--- src/rtl/vmask_pkg.sv ---
// Shared types and width helpers for the vector mask reduction unit.
package vmask_pkg;

  typedef enum logic {
    MODE_CPOP  = 1'b0,
    MODE_FIRST = 1'b1
  } mode_e;

  // Control flags carried through S0 next to the per-beat statistics.
  typedef struct packed {
    logic  valid;
    logic  first;
    logic  last;
    mode_e mode;
  } s0_ctrl_t;

  function automatic int unsigned pc_width(input int unsigned data_width);
    return $clog2(data_width) + 1;
  endfunction

  function automatic int unsigned pos_width(input int unsigned data_width);
    return $clog2(data_width);
  endfunction

  function automatic int unsigned beat_width(input int unsigned max_beats);
    return (max_beats > 1) ? $clog2(max_beats) : 1;
  endfunction

endpackage

--- src/rtl/vmask_beat_stats.sv ---
// Combinational per-beat statistics: population count, any-set flag and
// index of the lowest set bit of the active mask.
module vmask_beat_stats
  import vmask_pkg::*;
#(
  parameter int unsigned DATA_WIDTH = 64,
  localparam int unsigned PC_W      = pc_width(DATA_WIDTH),
  localparam int unsigned POS_W     = pos_width(DATA_WIDTH)
) (
  input  logic [DATA_WIDTH-1:0] act_i,
  output logic [PC_W-1:0]       pc_o_c,
  output logic                  hit_o_c,
  output logic [POS_W-1:0]      pos_o_c
);

  always_comb begin
    pc_o_c = '0;
    for (int i = 0; i < DATA_WIDTH; i++) begin
      pc_o_c = pc_o_c + PC_W'(act_i[i]);
    end
  end

  assign hit_o_c = |act_i;

  // Scan from the top so the lowest set bit is the last one written.
  always_comb begin
    pos_o_c = '0;
    for (int i = DATA_WIDTH - 1; i >= 0; i--) begin
      if (act_i[i]) begin
        pos_o_c = POS_W'(i);
      end
    end
  end

endmodule

--- src/rtl/vmask_reduce.sv ---
// Pipelined vcpop.m / vfirst.m mask reduction: S0 per-beat stats, S1
// multi-beat accumulator, S2 registered result strobe.
module vmask_reduce
  import vmask_pkg::*;
#(
  parameter int unsigned DATA_WIDTH      = 64,
  parameter int unsigned RESP_DATA_WIDTH = 64,
  parameter int unsigned MAX_BEATS       = 8,
  parameter int unsigned VFIRST_ENABLE   = 1
) (
  input  logic                       clk,
  input  logic                       rst,
  input  logic                       in_valid,
  input  logic                       in_first,
  input  logic                       in_last,
  input  logic                       in_mode,
  input  logic [DATA_WIDTH-1:0]      in_m0,
  input  logic [DATA_WIDTH-1:0]      in_en,
  input  logic [RESP_DATA_WIDTH-1:0] in_count,
  output logic                       out_valid,
  output logic [RESP_DATA_WIDTH-1:0] out_vec
);

  localparam int unsigned PC_W   = pc_width(DATA_WIDTH);
  localparam int unsigned POS_W  = pos_width(DATA_WIDTH);
  localparam int unsigned BEAT_W = beat_width(MAX_BEATS);
  localparam int unsigned IDX_W  = BEAT_W + POS_W;

  logic [DATA_WIDTH-1:0] act_c;
  logic [PC_W-1:0]       pc_c;
  logic                  hit_c;
  logic [POS_W-1:0]      pos_c;

  assign act_c = in_m0 & in_en;

  vmask_beat_stats #(
    .DATA_WIDTH(DATA_WIDTH)
  ) u_beat_stats (
    .act_i  (act_c),
    .pc_o_c (pc_c),
    .hit_o_c(hit_c),
    .pos_o_c(pos_c)
  );

  // Operation context and S0 registers
  logic [BEAT_W-1:0]          beat_q, beat_d;
  mode_e                      mode_q, mode_d;
  s0_ctrl_t                   s0_ctrl_q, s0_ctrl_d;
  logic [PC_W-1:0]            s0_pc_q, s0_pc_d;
  logic                       s0_hit_q, s0_hit_d;
  logic [POS_W-1:0]           s0_pos_q, s0_pos_d;
  logic [BEAT_W-1:0]          s0_beat_q, s0_beat_d;
  logic [RESP_DATA_WIDTH-1:0] s0_base_q, s0_base_d;

  // S1 accumulator registers
  logic [RESP_DATA_WIDTH-1:0] acc_q, acc_d;
  logic                       found_q, found_d;
  logic [IDX_W-1:0]           idx_q, idx_d;
  logic                       done_q, done_d;
  mode_e                      s1_mode_q, s1_mode_d;
  logic                       found_prev_c;

  // S2 output registers
  logic                       out_valid_q, out_valid_d;
  logic [RESP_DATA_WIDTH-1:0] out_vec_q, out_vec_d;

  // Beat index and mode are the running context of the current operation.
  always_comb begin
    beat_d    = beat_q;
    mode_d    = mode_q;
    s0_ctrl_d = '{valid: in_valid, first: in_first, last: in_last, mode: mode_q};
    s0_pc_d   = s0_pc_q;
    s0_hit_d  = s0_hit_q;
    s0_pos_d  = s0_pos_q;
    s0_beat_d = s0_beat_q;
    s0_base_d = s0_base_q;
    if (in_valid) begin
      if (in_first) begin
        beat_d    = '0;
        mode_d    = (VFIRST_ENABLE != 0) ? mode_e'(in_mode) : MODE_CPOP;
        s0_base_d = in_count;
      end else begin
        beat_d    = beat_q + BEAT_W'(1);
      end
      s0_ctrl_d.mode = mode_d;
      s0_pc_d        = pc_c;
      s0_hit_d       = hit_c;
      s0_pos_d       = pos_c;
      s0_beat_d      = beat_d;
    end
  end

  // A first beat restarts both the count and the vfirst search.
  always_comb begin
    acc_d        = acc_q;
    found_d      = found_q;
    idx_d        = idx_q;
    found_prev_c = found_q;
    done_d       = s0_ctrl_q.valid & s0_ctrl_q.last;
    s1_mode_d    = s0_ctrl_q.valid ? s0_ctrl_q.mode : s1_mode_q;
    if (s0_ctrl_q.valid) begin
      acc_d = (s0_ctrl_q.first ? s0_base_q : acc_q) + RESP_DATA_WIDTH'(s0_pc_q);
      if (VFIRST_ENABLE != 0) begin
        found_prev_c = s0_ctrl_q.first ? 1'b0 : found_q;
        found_d      = found_prev_c;
        idx_d        = s0_ctrl_q.first ? '0 : idx_q;
        if (!found_prev_c && s0_hit_q) begin
          found_d = 1'b1;
          idx_d   = {s0_beat_q, s0_pos_q};
        end
      end
    end
  end

  always_comb begin
    out_valid_d = done_q;
    out_vec_d   = out_vec_q;
    if (done_q) begin
      if (s1_mode_q == MODE_FIRST) begin
        out_vec_d = found_q ? RESP_DATA_WIDTH'(idx_q) : '1;
      end else begin
        out_vec_d = acc_q;
      end
    end
  end

  always_ff @(posedge clk or negedge rst) begin
    if (!rst) begin
      beat_q      <= '0;
      mode_q      <= MODE_CPOP;
      s0_ctrl_q   <= '0;
      s0_pc_q     <= '0;
      s0_hit_q    <= 1'b0;
      s0_pos_q    <= '0;
      s0_beat_q   <= '0;
      s0_base_q   <= '0;
      acc_q       <= '0;
      found_q     <= 1'b0;
      idx_q       <= '0;
      done_q      <= 1'b0;
      s1_mode_q   <= MODE_CPOP;
      out_valid_q <= 1'b0;
      out_vec_q   <= '0;
    end else begin
      beat_q      <= beat_d;
      mode_q      <= mode_d;
      s0_ctrl_q   <= s0_ctrl_d;
      s0_pc_q     <= s0_pc_d;
      s0_hit_q    <= s0_hit_d;
      s0_pos_q    <= s0_pos_d;
      s0_beat_q   <= s0_beat_d;
      s0_base_q   <= s0_base_d;
      acc_q       <= acc_d;
      found_q     <= found_d;
      idx_q       <= idx_d;
      done_q      <= done_d;
      s1_mode_q   <= s1_mode_d;
      out_valid_q <= out_valid_d;
      out_vec_q   <= out_vec_d;
    end
  end

  assign out_valid = out_valid_q;
  assign out_vec   = out_vec_q;

endmodule

--- config.mk ---
export PLATFORM = sky130hd
export DESIGN_NAME = vmask_reduce
export DESIGN_NICKNAME = d
export VERILOG_FILES = /design/src/rtl/vmask_pkg.sv /design/src/rtl/vmask_beat_stats.sv /design/src/rtl/vmask_reduce.sv
export SDC_FILE = /design/constraint.sdc
export NUM_CORES = 1
export LEC_CHECK = 0
export BUFFER_PORTS_ARGS = -buffer_cell sky130_fd_sc_hd__buf_2
export CORE_AREA = 4 4 169 171
export CTS_BUF_LIST = sky130_fd_sc_hd__clkbuf_4
export DETAILED_ROUTE_END_ITERATION = 12
export DIE_AREA = 0 0 173 175
export PLACE_DENSITY_LB_ADDON = 0.2
export RECOVER_POWER = 25
export SLEW_MARGIN = 30
export SYNTH_ARGS = -nofsm -noshare
export SYNTH_HDL_FRONTEND = slang
export SYNTH_SLANG_ARGS = --single-unit
--- constraint.sdc ---
create_clock -name clk -period 6.15 [get_ports clk]
set_input_delay 0.3075 -clock clk [delete_from_list [all_inputs] [get_ports clk]]
set_output_delay 0.3075 -clock clk [all_outputs]
set_load 0.05 [all_outputs]
==> summary.md <==
| Metric | Value |
|---|---|
| RSZ-0062 raised after global routing | no |
| Top cell types by occurrence after synthesis | dfrtp_1, inv_1, nand2_1, o21ai_0, nor2_1 |
| Slowest CP cell | dlygate4sd3_1 |
| CTS tree | yes |
| Post-Syn Nets | 1823 |
| Met1 Use GR | 34.5% |
| Startpoint Class | input port |
| Antenna violations before repair | 5 |
| Flip-flop and latch count after synthesis | 226 |
| Clock slew at reported path FFs | 0.06 ns |
| Relative slew slack | -96.9% |
| Pre-Repair DR Iteration Count | 5 |
| Number of nets in the layout | 2180 |
| Finished layout cell area | 0.0180 mm² |
| Rows | 60 |
| Crit-path most repeated cell | fa_1 |
| H-tree depth | 2 |
| Hold slack final | 0.168 ns |
| Ys async rst share | 100% |
| Layout cells sized above 1 | 26.3% |
| Post-placement cell count | 2109 |
| Post-DP HPWL | 30000 µm |
| Syn Area/Cell | 9.50 µm² |
| Critical Path AT | 6.42 ns |
| Post-DR wirelength/cell | 18.4 µm |
| Clock insertion delay at the later pin of the skew report | 0.71 ns |
| Clk pwr share | 18.5% |
| CP bufs+invs | 5 |
| Final slew viol count | 108 |
| DRC | 0 |
| Clock sinks | 226 |
| Area Growth Syn to Fin | 22.4% |
| Crit path time final | 5.88 ns |
| Kind of cell adding the most delay to the critical path | adder cells |
| Sequential share of power | 28.6% |
| Vias in the first global route | 13600 |
| Placer Congestion | 0.891 |
| Initial DRC count | 851 |
| GR Util met3 | 4.54% |
| Kind of critical path | in -> reg |
| Distinct cells, synth | 78 |
| Largest cells by area after synthesis | dfrtp_1, fa_1, mux2_2 |
| Fin util | 66.8% |
| Setup TNS | 0 ns |
| Instance area at placement | 0.0164 mm² |
| Yosys warning count | 0 |
| Routed wire length | 42200 µm |
| Bufs on Longest Clock Path | 3 |
| Worst endpoint required time | 6.69 ns |
| Sequential area share after synthesis | 38.5% |
| Leak | 8.45 nW |
| Sw Share | 40.7% |
| Largest area contributor in the netlist | dfrtp_1 |
| Final cell count without fillers | 2296 |
| Final cycle utilization of the critical path | 95.6% |
| Global routing usage on met2 | 47.7% |
| Die Area | 0.0303 mm² |
| Vias per Instance | 5.69 |
| Number of flops mapped to enable cells by yosys | 0 |
| CP Max Fanout | 3 |
| Die Y | 175 µm |
| Worst path max stage delay | 0.52 ns |
| First-pass GRT wire length | 69200 µm |
| Int Power | 4.41 mW |
| CTS buffer count | 60 |
| Die Wd | 173 µm |
| CP endpoint kind | register |
| Setup Viol. Count Final | 0 |
| Buffers added on ports | 262 |
| Place WS | -0.347 ns |
| All-layer global routing usage | 27.6% |
| Post-CTS setup buffers | 0 |
| Mapped Cells | 1545 |
| Overall Power | 7.43 mW |
| Most common cell in the netlist | dfrtp_1 |
| Initial Utilization | 54.6% |
| GR Overflow Total | 0 |
| Setup ws final | 0.268 ns |
| Slew @ Worst Pin | 2.95 ns |
| Worst Hold Class | in -> reg |
| Status | complete, but fails checks |
| PD cells | 414 mW/mm² |
| Failing checks | capacitance limit, slew limit |
| Clk root buf | clkbuf_4 |
| Sw power | 3.03 mW |
| Via count | 13100 |
| I/O pins | 263 |
| Final hold viol count | 0 |
| Clock Skew | 0.0629 ns |
| Fmax | 170 MHz |
| Largest net degree at the start of global routing | 118 |
| MaxCap Viol Count | 2 |
| Crit-path cells | dlygate4sd3_1, buf_2, nand2_1, fa_1, inv_1, fa_1, fa_1, fa_1, fa_1, fa_1, inv_1, fa_1, fa_1, inv_1, fa_2, fa_2, a21o_1, a21oi_2, xnor2_1, mux2_2 |
| CORE AREA | 0.0269 mm² |
| Mapped cell area | 0.0147 mm² |
| Comb pwr share | 52.9% |
| Main synth FF type | dfrtp_1 |
| Max IR drop VDD | 0.000690 V |
| Final ANT Viol Nets | 0 |
| Most crowded layer after global routing | met2 |
| Post-synth top area share | 38.5% |
==> registers in the layout (all words and copies together) (netlist names) <==
signal     count
acc_q         64
out_vec       64
s0_base_q     64
idx_q          9
s0_pc_q        7
s0_pos_q       6
s0_ctrl_q      4
s0_beat_q      3
done_q         1
found_q        1
out_valid      1
s0_hit_q       1
s1_mode_q      1
==> layer usage <==
metal / share of wire [%] / vias to the layer above
met4: 3.7 / 0
met3: 6.4 / 91
li1: - / 6201
met5: 0 / -
met1: 40 / 6286
met2: 50 / 482
==> power by group through the flow <==
stage | sequential, mW | combinational, mW | clock (mW)
after detailed placement | 2.14 | 3.92 | 0
after global routing | 2.17 | 4.42 | 1.49
after CTS | 2.12 | 3.98 | 1.41
after global placement | 2.13 | 3.83 | 0
final | 2.13 | 3.93 | 1.37
after floorplan | 2.40 | 2.53 | 0
==> timing repair <==
item	4_1_cts	5_1_grt
endpoints found under the hold margin	186	0
resized for setup	0	0
hold buffers	71	0
==> worst register-to-register path, delay by kind of cell (launching register included) <==
| family | cells | cell delay (ns) |
|---|---|---|
| and+or+nand+nor | 3 | 1.59 |
| muxes | 2 | 0.85 |
| DFF | 1 | 0.92 |
| adders and majority gates | 1 | 0.33 |
| AOI/OAI and AO/OA | 3 | 0.76 |
==> cell usage in the layout, fill, tap and decap left out, drive strengths merged, types with 57 or more instances in the layout <==
master,count
buf,300
clkbuf,90
dfrtp,226
dlygate4sd3,71
inv,180
mux2,91
nand2,127
nor2,94
o211ai,57
o21ai,111
==> path summary, 6_finish.rpt <==
path | startpoint | to | slack, ns | cells past startpoint
worst max register to register | s0_ctrl_q[2]$_DFF_PN0_ | acc_q[57]$_DFFE_PN0P_ | 1.64 | 9
worst max-delay path | in_m0[2] | s0_pc_q[4]$_DFFE_PN0P_ | 0.27 | 20
worst min-delay path | in_en[22] | s0_pos_q[0]$_DFFE_PN0P_ | 0.17 | 5
min in group asynchronous | rst | s0_base_q[58]$_DFFE_PN0P_ | 0.99 | 2
worst min register to register | s0_ctrl_q[1]$_DFF_PN0_ | done_q$_DFF_PN0_ | 0.47 | 1
max in group asynchronous | rst | s0_pos_q[5]$_DFFE_PN0P_ | 3.10 | 4
==> logic make-up after synthesis <==
| family | Yosys count | synth area share [%] |
|---|---|---|
| compound gates | 374 | 17.4 |
| xor+xnor | 62 | 3.70 |
| fa+ha+maj | 80 | 9.63 |
| buf+inv | 259 | 6.89 |
| flops | 226 | 38.5 |
| mux | 131 | 9.71 |
| simple gates | 413 | 14.1 |
==> final cells by class <==
| type | count | area, µm² |
|---|---|---|
| clock inverters | 24 | 149 |
| diodes | 4 | 10.0 |
| fillers | 2173 | 8910 |
| flip-flops and latches | 226 | 5660 |
| repair buffers | 374 | 2340 |
| well taps | 341 | 427 |
| inverters | 180 | 676 |
| clock buffers | 87 | 653 |
| multi-input cells | 1060 | 8040 |
No activity file was read; power rests on OpenSTA's default activity.
